==> src/rtl/interrupt_sequencer_if.sv <==
// Purpose : bundles the request/decode inputs and redirect/status outputs of the interrupt sequencer.
// Latency : none, wiring only.
// Backpres: none; decode pulses and redirect strobes are single-cycle, with no handshake.
interface interrupt_sequencer_if;
  logic        intr;
  logic [31:0] pc_cur;
  logic        sti;
  logic        cli;
  logic        reti;
  logic        ISR;
  logic [2:0]  LISR;
  logic [31:0] PC_in;
  logic        pc_ld;
  logic        Flush;
  logic        int_ack;
  logic [31:0] epc;
  logic        in_isr;

  // Pipeline side: drives the request and decode pulses, consumes the redirect.
  modport master (
    output intr, pc_cur, sti, cli, reti,
    input  ISR, LISR, PC_in, pc_ld, Flush, int_ack, epc, in_isr
  );

  // Sequencer side.
  modport slave (
    input  intr, pc_cur, sti, cli, reti,
    output ISR, LISR, PC_in, pc_ld, Flush, int_ack, epc, in_isr
  );
endinterface

==> src/rtl/interrupt_sequencer.sv <==
// Purpose : Moore sequencer for a single non-nesting interrupt: saves the PC, redirects to ISR_VECTOR, then returns through three exit phases.
// Latency : ISR rises 1 cycle after the request is sampled (3 with INT_SYNC_EN), pc_ld follows 1 cycle later, and exit takes 3 cycles.
// Backpres: none; intr is a level and stays pending while masked or in service.
// Option  : define INT_SYNC_EN to pass intr through a 2-flop synchronizer.
module interrupt_sequencer #(
  parameter logic [31:0] ISR_VECTOR = 32'h0000_0800
) (
  input  logic                  clk,
  input  logic                  rst,
  interrupt_sequencer_if.slave  bus
);

  typedef enum logic [2:0] {
    S_IDLE     = 3'd0,
    S_ENT_SAVE = 3'd1,
    S_ENT_LOAD = 3'd2,
    S_IN_ISR   = 3'd3,
    S_EXIT1    = 3'd4,
    S_EXIT2    = 3'd5,
    S_EXIT3    = 3'd6
  } state_t;

  state_t      r_state;
  logic        r_ie;
  logic [31:0] r_epc;
  logic        r_isr;
  logic [2:0]  r_lisr;
  logic [31:0] r_pc_in;
  logic        r_pc_ld;
  logic        r_flush;
  logic        r_int_ack;
  logic        r_in_isr;
  logic        w_req;

`ifdef INT_SYNC_EN
  logic [1:0] r_sync;

  // Two-flop synchronizer for the asynchronous interrupt level.
  always_ff @(posedge clk or posedge rst) begin
    if (rst) begin
      r_sync <= 2'b00;
    end else begin
      r_sync <= {r_sync[0], bus.intr};
    end
  end

  assign w_req = r_sync[1];
`else
  assign w_req = bus.intr;
`endif

  // State, enable flag, saved PC and outputs. Outputs are loaded with the values
  // belonging to the state being entered, so each one is a pure function of the
  // current state and of the saved PC.
  always_ff @(posedge clk or posedge rst) begin
    if (rst) begin
      r_state   <= S_IDLE;
      r_ie      <= 1'b0;
      r_epc     <= 32'h0;
      r_isr     <= 1'b0;
      r_lisr    <= 3'b000;
      r_pc_in   <= 32'h0;
      r_pc_ld   <= 1'b0;
      r_flush   <= 1'b0;
      r_int_ack <= 1'b0;
      r_in_isr  <= 1'b0;
    end else begin
      r_isr     <= 1'b0;
      r_lisr    <= 3'b000;
      r_pc_in   <= 32'h0;
      r_pc_ld   <= 1'b0;
      r_flush   <= 1'b0;
      r_int_ack <= 1'b0;
      r_in_isr  <= 1'b0;
      case (r_state)
        S_IDLE: begin
          // The enable flag is only writable here; cli beats sti and also
          // vetoes an entry in the same cycle.
          if (bus.cli) begin
            r_ie <= 1'b0;
          end else if (bus.sti) begin
            r_ie <= 1'b1;
          end
          if (w_req && r_ie && !bus.cli) begin
            r_state <= S_ENT_SAVE;
            r_epc   <= bus.pc_cur;
            r_isr   <= 1'b1;
            r_flush <= 1'b1;
          end
        end
        S_ENT_SAVE: begin
          r_state   <= S_ENT_LOAD;
          r_isr     <= 1'b1;
          r_flush   <= 1'b1;
          r_pc_ld   <= 1'b1;
          r_pc_in   <= ISR_VECTOR;
          r_int_ack <= 1'b1;
        end
        S_ENT_LOAD: begin
          r_state  <= S_IN_ISR;
          r_ie     <= 1'b0;
          r_in_isr <= 1'b1;
        end
        S_IN_ISR: begin
          // intr is deliberately not looked at here: no nesting.
          if (bus.reti) begin
            r_state <= S_EXIT1;
            r_lisr  <= 3'b001;
            r_flush <= 1'b1;
          end else begin
            r_in_isr <= 1'b1;
          end
        end
        S_EXIT1: begin
          r_state <= S_EXIT2;
          r_lisr  <= 3'b010;
          r_flush <= 1'b1;
        end
        S_EXIT2: begin
          r_state <= S_EXIT3;
          r_lisr  <= 3'b100;
          r_pc_ld <= 1'b1;
          r_pc_in <= r_epc;
        end
        S_EXIT3: begin
          // Always pass through IDLE; a still-pending intr re-enters one cycle later.
          r_state <= S_IDLE;
          r_ie    <= 1'b1;
        end
        default: begin
          r_state <= S_IDLE;
        end
      endcase
    end
  end

  assign bus.ISR     = r_isr;
  assign bus.LISR    = r_lisr;
  assign bus.PC_in   = r_pc_in;
  assign bus.pc_ld   = r_pc_ld;
  assign bus.Flush   = r_flush;
  assign bus.int_ack = r_int_ack;
  assign bus.epc     = r_epc;
  assign bus.in_isr  = r_in_isr;

endmodule

==> src/flat_wrapper.sv <==
// flat-port wrapper written by rule: the top's interface ports become plain ports
module interrupt_sequencer_flat 
#(
  parameter logic [31:0] ISR_VECTOR = 32'h0000_0800
)
  (clk, rst, bus_intr, bus_pc_cur, bus_sti, bus_cli, bus_reti, bus_ISR, bus_LISR, bus_PC_in, bus_pc_ld, bus_Flush, bus_int_ack, bus_epc, bus_in_isr);
  interrupt_sequencer_if bus_i ();
  input  logic clk;
  input  logic rst;
  input wire logic [$bits(bus_i.intr)-1:0] bus_intr;
  input wire logic [$bits(bus_i.pc_cur)-1:0] bus_pc_cur;
  input wire logic [$bits(bus_i.sti)-1:0] bus_sti;
  input wire logic [$bits(bus_i.cli)-1:0] bus_cli;
  input wire logic [$bits(bus_i.reti)-1:0] bus_reti;
  output wire logic [$bits(bus_i.ISR)-1:0] bus_ISR;
  output wire logic [$bits(bus_i.LISR)-1:0] bus_LISR;
  output wire logic [$bits(bus_i.PC_in)-1:0] bus_PC_in;
  output wire logic [$bits(bus_i.pc_ld)-1:0] bus_pc_ld;
  output wire logic [$bits(bus_i.Flush)-1:0] bus_Flush;
  output wire logic [$bits(bus_i.int_ack)-1:0] bus_int_ack;
  output wire logic [$bits(bus_i.epc)-1:0] bus_epc;
  output wire logic [$bits(bus_i.in_isr)-1:0] bus_in_isr;
  assign bus_i.intr = bus_intr;
  assign bus_i.pc_cur = bus_pc_cur;
  assign bus_i.sti = bus_sti;
  assign bus_i.cli = bus_cli;
  assign bus_i.reti = bus_reti;
  assign bus_ISR = bus_i.ISR;
  assign bus_LISR = bus_i.LISR;
  assign bus_PC_in = bus_i.PC_in;
  assign bus_pc_ld = bus_i.pc_ld;
  assign bus_Flush = bus_i.Flush;
  assign bus_int_ack = bus_i.int_ack;
  assign bus_epc = bus_i.epc;
  assign bus_in_isr = bus_i.in_isr;
  interrupt_sequencer #(.ISR_VECTOR(ISR_VECTOR)) u_core (.clk(clk), .rst(rst), .bus(bus_i));
endmodule
==> config.mk <==
export PLATFORM = sky130hd
export DESIGN_NAME = interrupt_sequencer_flat
export DESIGN_NICKNAME = d
export VERILOG_FILES = /design/src/rtl/interrupt_sequencer_if.sv /design/src/rtl/interrupt_sequencer.sv /design/src/flat_wrapper.sv
export SDC_FILE = /design/constraint.sdc
export NUM_CORES = 1
export LEC_CHECK = 0
export CORE_MARGIN = 5
export CORE_UTILIZATION = 46
export CTS_BUF_LIST = sky130_fd_sc_hd__clkbuf_16
export DETAILED_ROUTE_END_ITERATION = 16
export GPL_ROUTABILITY_DRIVEN = 0
export PLACE_DENSITY = 0.82
export SYNTH_ARGS = -nofsm -noshare
export SYNTH_HDL_FRONTEND = slang
export SYNTH_SLANG_ARGS = --single-unit
==> constraint.sdc <==
create_clock -name clk -period 6.2 [get_ports clk]
set_clock_uncertainty 0.15 [all_clocks]
set_input_delay 1.55 -clock clk [delete_from_list [all_inputs] [get_ports clk]]
set_output_delay 1.55 -clock clk [all_outputs]
set_load 0.01 [all_outputs]
-- Word level (Yosys, flattened, before mapping)
Cells that the tools add are included.
- word-level logic and storage cells: 46
- bits of input ports: 38
- output and inout port bits: 72
- bits in registers: 76
- multiplexer cells: 17
- equal/unequal tests: 9
- reductions and logical operators: 10
- operators with widths (operator ; count):
    case mux 32 bit (2 select lines) ; 1
    case mux 3 bit (6 select lines) ; 1
    equality test 3 bit (second input constant) ; 3
    case mux 3 bit (3 select lines) ; 1
    2-to-1 mux 1 bit ; 8
    equality test 3 x 2 -> 1 bit (second input constant) ; 2
    2-to-1 mux 3 bit ; 2
    case mux 1 bit (3 select lines) ; 2
    AND reduction 2 bit ; 3
    case mux 1 bit (2 select lines) ; 2
    OR reduction 2 bit ; 2
    equality test 3 x 1 -> 1 bit (second input constant) ; 1
    zero test 3 bit ; 1
    inequality test 3 bit (second input constant) ; 1
    nonzero test 3 bit ; 1
    logical AND 1 bit ; 2
    inequality test 2 x 1 -> 1 bit (second input constant) ; 1
    inequality test 2 bit (second input constant) ; 1
    zero test 1 bit ; 1

-- Longest topological paths before layout
- word-level depth: 4
- gate-level depth with buffers: 5
- gate-level depth less buffers: 4

-- Least setup slack after synthesis
OpenSTA, ideal clock, no wires.
- kind: input to register
- start: input port bus_cli
- end: register u_core.r_epc[0], in the netlist u_core.bus.epc[0]
- data required time: 5925 ps
- setup slack: 3527 ps
- library setup time: 125 ps
- cell stages on the path: 4
- data arrival time: 2398 ps
- path buffers: 1
- path through: and3b_1 -> nand3b_4 -> buf_6 -> mux2_4
- word-level cells in the longest chain between the ends: 3
- ends and longest elaborated chain (what ; RTL line ; text):
    from (decl) ; flat_wrapper.sv:13 ; input wire logic [$bits(bus_i.cli)-1:0] bus_cli;
    zero test 1 bit ; interrupt_sequencer.sv:84 ; if (w_req && r_ie && !bus.cli) begin
    logical AND 1 bit ; interrupt_sequencer.sv:84 ;
    AND reduction 2 bit (no line) ; - ;
    to (signal assigned) ; interrupt_sequencer.sv:86 ; r_epc <= bus.pc_cur;
    to (decl) ; interrupt_sequencer.sv:25 ; logic [31:0] r_epc;
Every way passes these cells.
A chain may end at the register's enable or synchronous reset.

-- Final worst setup path
- start: input port bus_cli
- end: register u_core.r_epc[3], in the netlist u_core.bus.epc[3]
The elaborated chain is that of the path after synthesis.

==> results_tabular.tex <==
\begin{tabular}{lr}
\hline
Metric & Value \\
\hline
\multicolumn{2}{l}{\textbf{Critical path}} \\
Path type of the worst setup path & input pin to register \\
Delay of the slowest cell on the worst path & 520 ps \\
Critical Path RT & $\sim$6200 ps \\
Launching element of the worst setup path & bus\_cli \\
Origin of the critical flop-to-flop path & u\_core.r\_state[2] \\
Slowest stage cell on the critical path & sky130\_fd\_sc\_hd\_\_nand3b\_4 \\
Count of cells along the worst register-to-register path & 3 \\
Arrival time at the worst endpoint & roughly 3300 ps \\
Critical-path maximum fanout & 33 \\
Reg2Reg Setup Slack & a little over 4000 ps \\
Kind of launch point of the worst setup path & input pin \\
Crit. End Element & register \\
Crit path buf inv count & 1 \\
Critical register-to-register path endpoint & u\_core.bus.epc[3] \\
Chain of cells forming the critical path & clkdlybuf4s50\_1 -> and3b\_1 -> nand3b\_4 -> mux2\_4 \\
Cell family contributing the most delay on the critical path & simple AND/OR/NAND/NOR gates \\
\multicolumn{2}{l}{\textbf{Global routing}} \\
Antenna violations before repair & 0 \\
Global-route usage over all layers & between 15 and 20\% \\
First-pass GRT wire length & between 9 and 10 mm \\
Via count of the first global-routing pass & 1,905 \\
Largest net degree at the start of global routing & 77 \\
Global-route congestion overflow total & 0 \\
\multicolumn{2}{l}{\textbf{Pwr}} \\
Power after layout & just under 2 mW \\
Power Dens Cells & about 460 nW/um\^{}2 \\
Internal Dissipation & 1.42 mW \\
Switch share & 28.4\% \\
Logic pwr share & between 30\% and 40\% \\
Portion of total power attributed to sequential cells & a little under two fifths \\
Part of the total power dissipated in the clock network & 27.6\% \\
Total net switching power & between 0.5 and 0.6 mW \\
Static leakage power & 2.16 nW \\
Peak VDD IR & 313 uV \\
\multicolumn{2}{l}{\textbf{Yosys}} \\
Number of flops mapped to enable cells by yosys & 0 \\
Warning count from the yosys run & 0 \\
Net count after synthesis & 219 \\
Dominant register cell in the synthesized netlist & sky130\_fd\_sc\_hd\_\_dfrtp\_1 \\
Average instance area after synthesis & 15.6 sq um \\
Sequential area share after synthesis & 67.3\% \\
Gate count after technology mapping & 181 \\
Share of synthesized flip-flops with an asynchronous set or reset & 100\% \\
Combined area of all synthesized cells & 2830 sq um \\
Flip-flop and latch count after synthesis & 76 \\
Count of cell types in the netlist & 25 \\
\multicolumn{2}{l}{\textbf{Clock network}} \\
Clock buffers created by TritonCTS & 9 \\
Clk buf depth & 2 \\
Worst-Skew Late Latency & 320 ps \\
CTS hold repair buffers & 0 \\
Root buffer cell & sky130\_fd\_sc\_hd\_\_clkbuf\_16 \\
H-Tree Level Count & 3 \\
CTS tree & built \\
Clock slew at the register clock pins of the worst setup and hold paths & 60 ps \\
Clock tree sinks & between 70 and 80 \\
CTS resizes & 0 \\
Number of buffers inserted to repair setup after CTS & 0 \\
\multicolumn{2}{l}{\textbf{STA}} \\
Number of setup violations in the final report & 0 \\
Slew headroom & 37.2\% \\
Number of hold-slack violations in the final timing report & 0 \\
Post-route minimum period & 3280 ps \\
Final hold slack & between 300 and 400 ps \\
Number of pins exceeding their max-slew limit in the final report & 0 \\
RSZ-0062 raised after global routing & false \\
Maximum clock frequency & just over 300 MHz \\
Final-layout setup total negative slack & 0 ps \\
Final clock period utilization by the worst path & 52.8\% \\
Transition time of the tightest slew-check pin & 942 ps \\
\multicolumn{2}{l}{\textbf{Min path}} \\
Endpoint, Worst Hold & u\_core.r\_ie \\
Kind of path behind the tightest hold check & register to register \\
Min-delay src & u\_core.r\_ie \\
Worst hold path depth & 1 \\
\multicolumn{2}{l}{\textbf{Routing}} \\
Count of nets left with antenna violations after detail routing & 0 \\
Number of search-and-repair iterations in the first detailed-routing pass & 4 \\
DRC marker count from the first detailed-route iteration & 51 \\
Post-route DRC violation count & 0 \\
Via count normalized by instance count & 5.03 \\
Sum of routed wire length over all layers & 6.51 mm \\
Detail-routed net length per standard cell & between 15 and 20 um \\
Count of vias placed by the detailed router & 1,866 \\
\multicolumn{2}{l}{\textbf{Final layout}} \\
Nets & between 300 and 400 \\
Area used by sequential logic in the layout & approximately 1900 sq um \\
Antenna diode instance count & 0 \\
Area growth from synthesis to layout & 51.0\% \\
Fraction of layout instances using a drive strength above 1 & 17.9\% \\
Footprint of the multi-input gates & 831 sq um \\
Layout fillers & 414 \\
Area of all placed cells without fillers & 4270 sq um \\
\multicolumn{2}{l}{\textbf{Floorplan}} \\
Core Footprint & 5960 sq um \\
Number of core rows & 28 \\
Starting Density & 47.5\% \\
Y dimension of the die & 88.4 um \\
Number of ports placed on the die boundary & 110 \\
Die Wd & 88.4 um \\
Die Area & 7810 sq um \\
\multicolumn{2}{l}{\textbf{Place}} \\
Final HPWL DP & 4.26 mm \\
Count of input and output buffers & about 110 \\
Total placed instance area & 3950 sq um \\
\multicolumn{2}{l}{\textbf{Run status}} \\
Status & completed \\
\multicolumn{2}{l}{\textbf{Flow run}} \\
Reported max-cap violation count & 0 \\
\hline
\end{tabular}
## layout make-up
class,instances,area share [%]
Inverter,4,0.381
Clock inverter,7,2.17
Multi-Input combinational cell,89,19.5
Tap cell,75,2.20
Sequential cell,76,44.6
Timing Repair Buffer,111,25.9
Clock buffer,9,5.28
## stage by stage
| step | setup slack, ps | instances | util [%] |
|---|---|---|---|
| after global routing | 2890 | 371 | 71.6 |
| final | 2920 | 371 | 71.6 |
| after detailed placement | 2610 | 355 | 66.3 |
| after floorplan | 2560 | 181 | - |
| after global placement | 2660 | 355 | 66.3 |
| after CTS | 2950 | 371 | 71.6 |
## flip-flops by register name, indices dropped and copies added, names as in the netlist
register            flops
u_core.bus.ISR          1
u_core.bus.int_ack      1
u_core.bus.PC_in       32
u_core.bus.epc         32
u_core.bus.Flush        1
u_core.bus.in_isr       1
u_core.bus.LISR         3
u_core.r_state          3
u_core.r_ie             1
u_core.bus.pc_ld        1
## power groups by stage
stage	Combinational (mW)	Clock, mW	Sequential (mW)
after CTS	0.689	0.556	0.757
after global routing	0.722	0.573	0.776
after floorplan	0.277	0	0.805
final	0.678	0.548	0.757
after global placement	0.669	0	0.755
after detailed placement	0.684	0	0.761
## worst max path at each step
stage                    endpoint  cells past startpoint
4_1_cts        u_core.bus.epc[12]                      4
6_report        u_core.bus.epc[3]                      4
2_1_floorplan    u_core.bus.Flush                      1
3_3_place_gp    u_core.bus.epc[4]                      4
3_5_place_dp    u_core.bus.epc[8]                      4
5_1_grt         u_core.bus.epc[3]                      4
## placed cells by master (no fill, tap or decap), types with 3 or more instances in the layout
master / netlist / layout
sky130_fd_sc_hd__inv_1: 3 / 3
sky130_fd_sc_hd__dfrtp_1: 76 / 76
sky130_fd_sc_hd__mux2_4: 29 / 29
sky130_fd_sc_hd__a21oi_1: 3 / 3
sky130_fd_sc_hd__clkdlybuf4s50_1: 0 / 109
sky130_fd_sc_hd__and3_1: 31 / 31
sky130_fd_sc_hd__mux2_2: 3 / 3
sky130_fd_sc_hd__nor2_1: 4 / 4
sky130_fd_sc_hd__nand2_1: 3 / 3
sky130_fd_sc_hd__clkbuf_16: 0 / 9
## metal layers
layer / share of wire [%] / track usage (%)
met5: 0 / 0
met4: 1.4 / 5.91
met3: 8.5 / 5.03
met2: 50 / 28.4
met1: 40 / 20.2
## logic make-up after synthesis
| group | after synthesis | synth area share [%] |
|---|---|---|
| DFF | 76 | 67.3 |
| and+or+nand+nor | 49 | 11.0 |
| muxes | 32 | 16.6 |
| buffers and inverters | 16 | 3.32 |
| AOI/OAI and AO/OA | 8 | 1.81 |
## cells in the mapped netlist (2+ instances only)
library cell | number | area (sq um)
sky130_fd_sc_hd__nor2_1 | 4 | 15.0
sky130_fd_sc_hd__and2_1 | 2 | 12.5
sky130_fd_sc_hd__buf_6 | 4 | 45.0
sky130_fd_sc_hd__nor3_1 | 2 | 10.0
sky130_fd_sc_hd__nand2b_1 | 2 | 12.5
sky130_fd_sc_hd__mux2_2 | 3 | 33.8
sky130_fd_sc_hd__inv_1 | 3 | 11.3
sky130_fd_sc_hd__clkbuf_1 | 5 | 18.8
sky130_fd_sc_hd__and3_1 | 31 | 194
sky130_fd_sc_hd__mux2_4 | 29 | 435
sky130_fd_sc_hd__nand2_1 | 3 | 11.3
sky130_fd_sc_hd__dfrtp_1 | 76 | 1900
sky130_fd_sc_hd__clkbuf_2 | 2 | 10.0
sky130_fd_sc_hd__o21ai_0 | 2 | 10.0
sky130_fd_sc_hd__a21oi_1 | 3 | 15.0
Power figures use the tool's default switching activity.
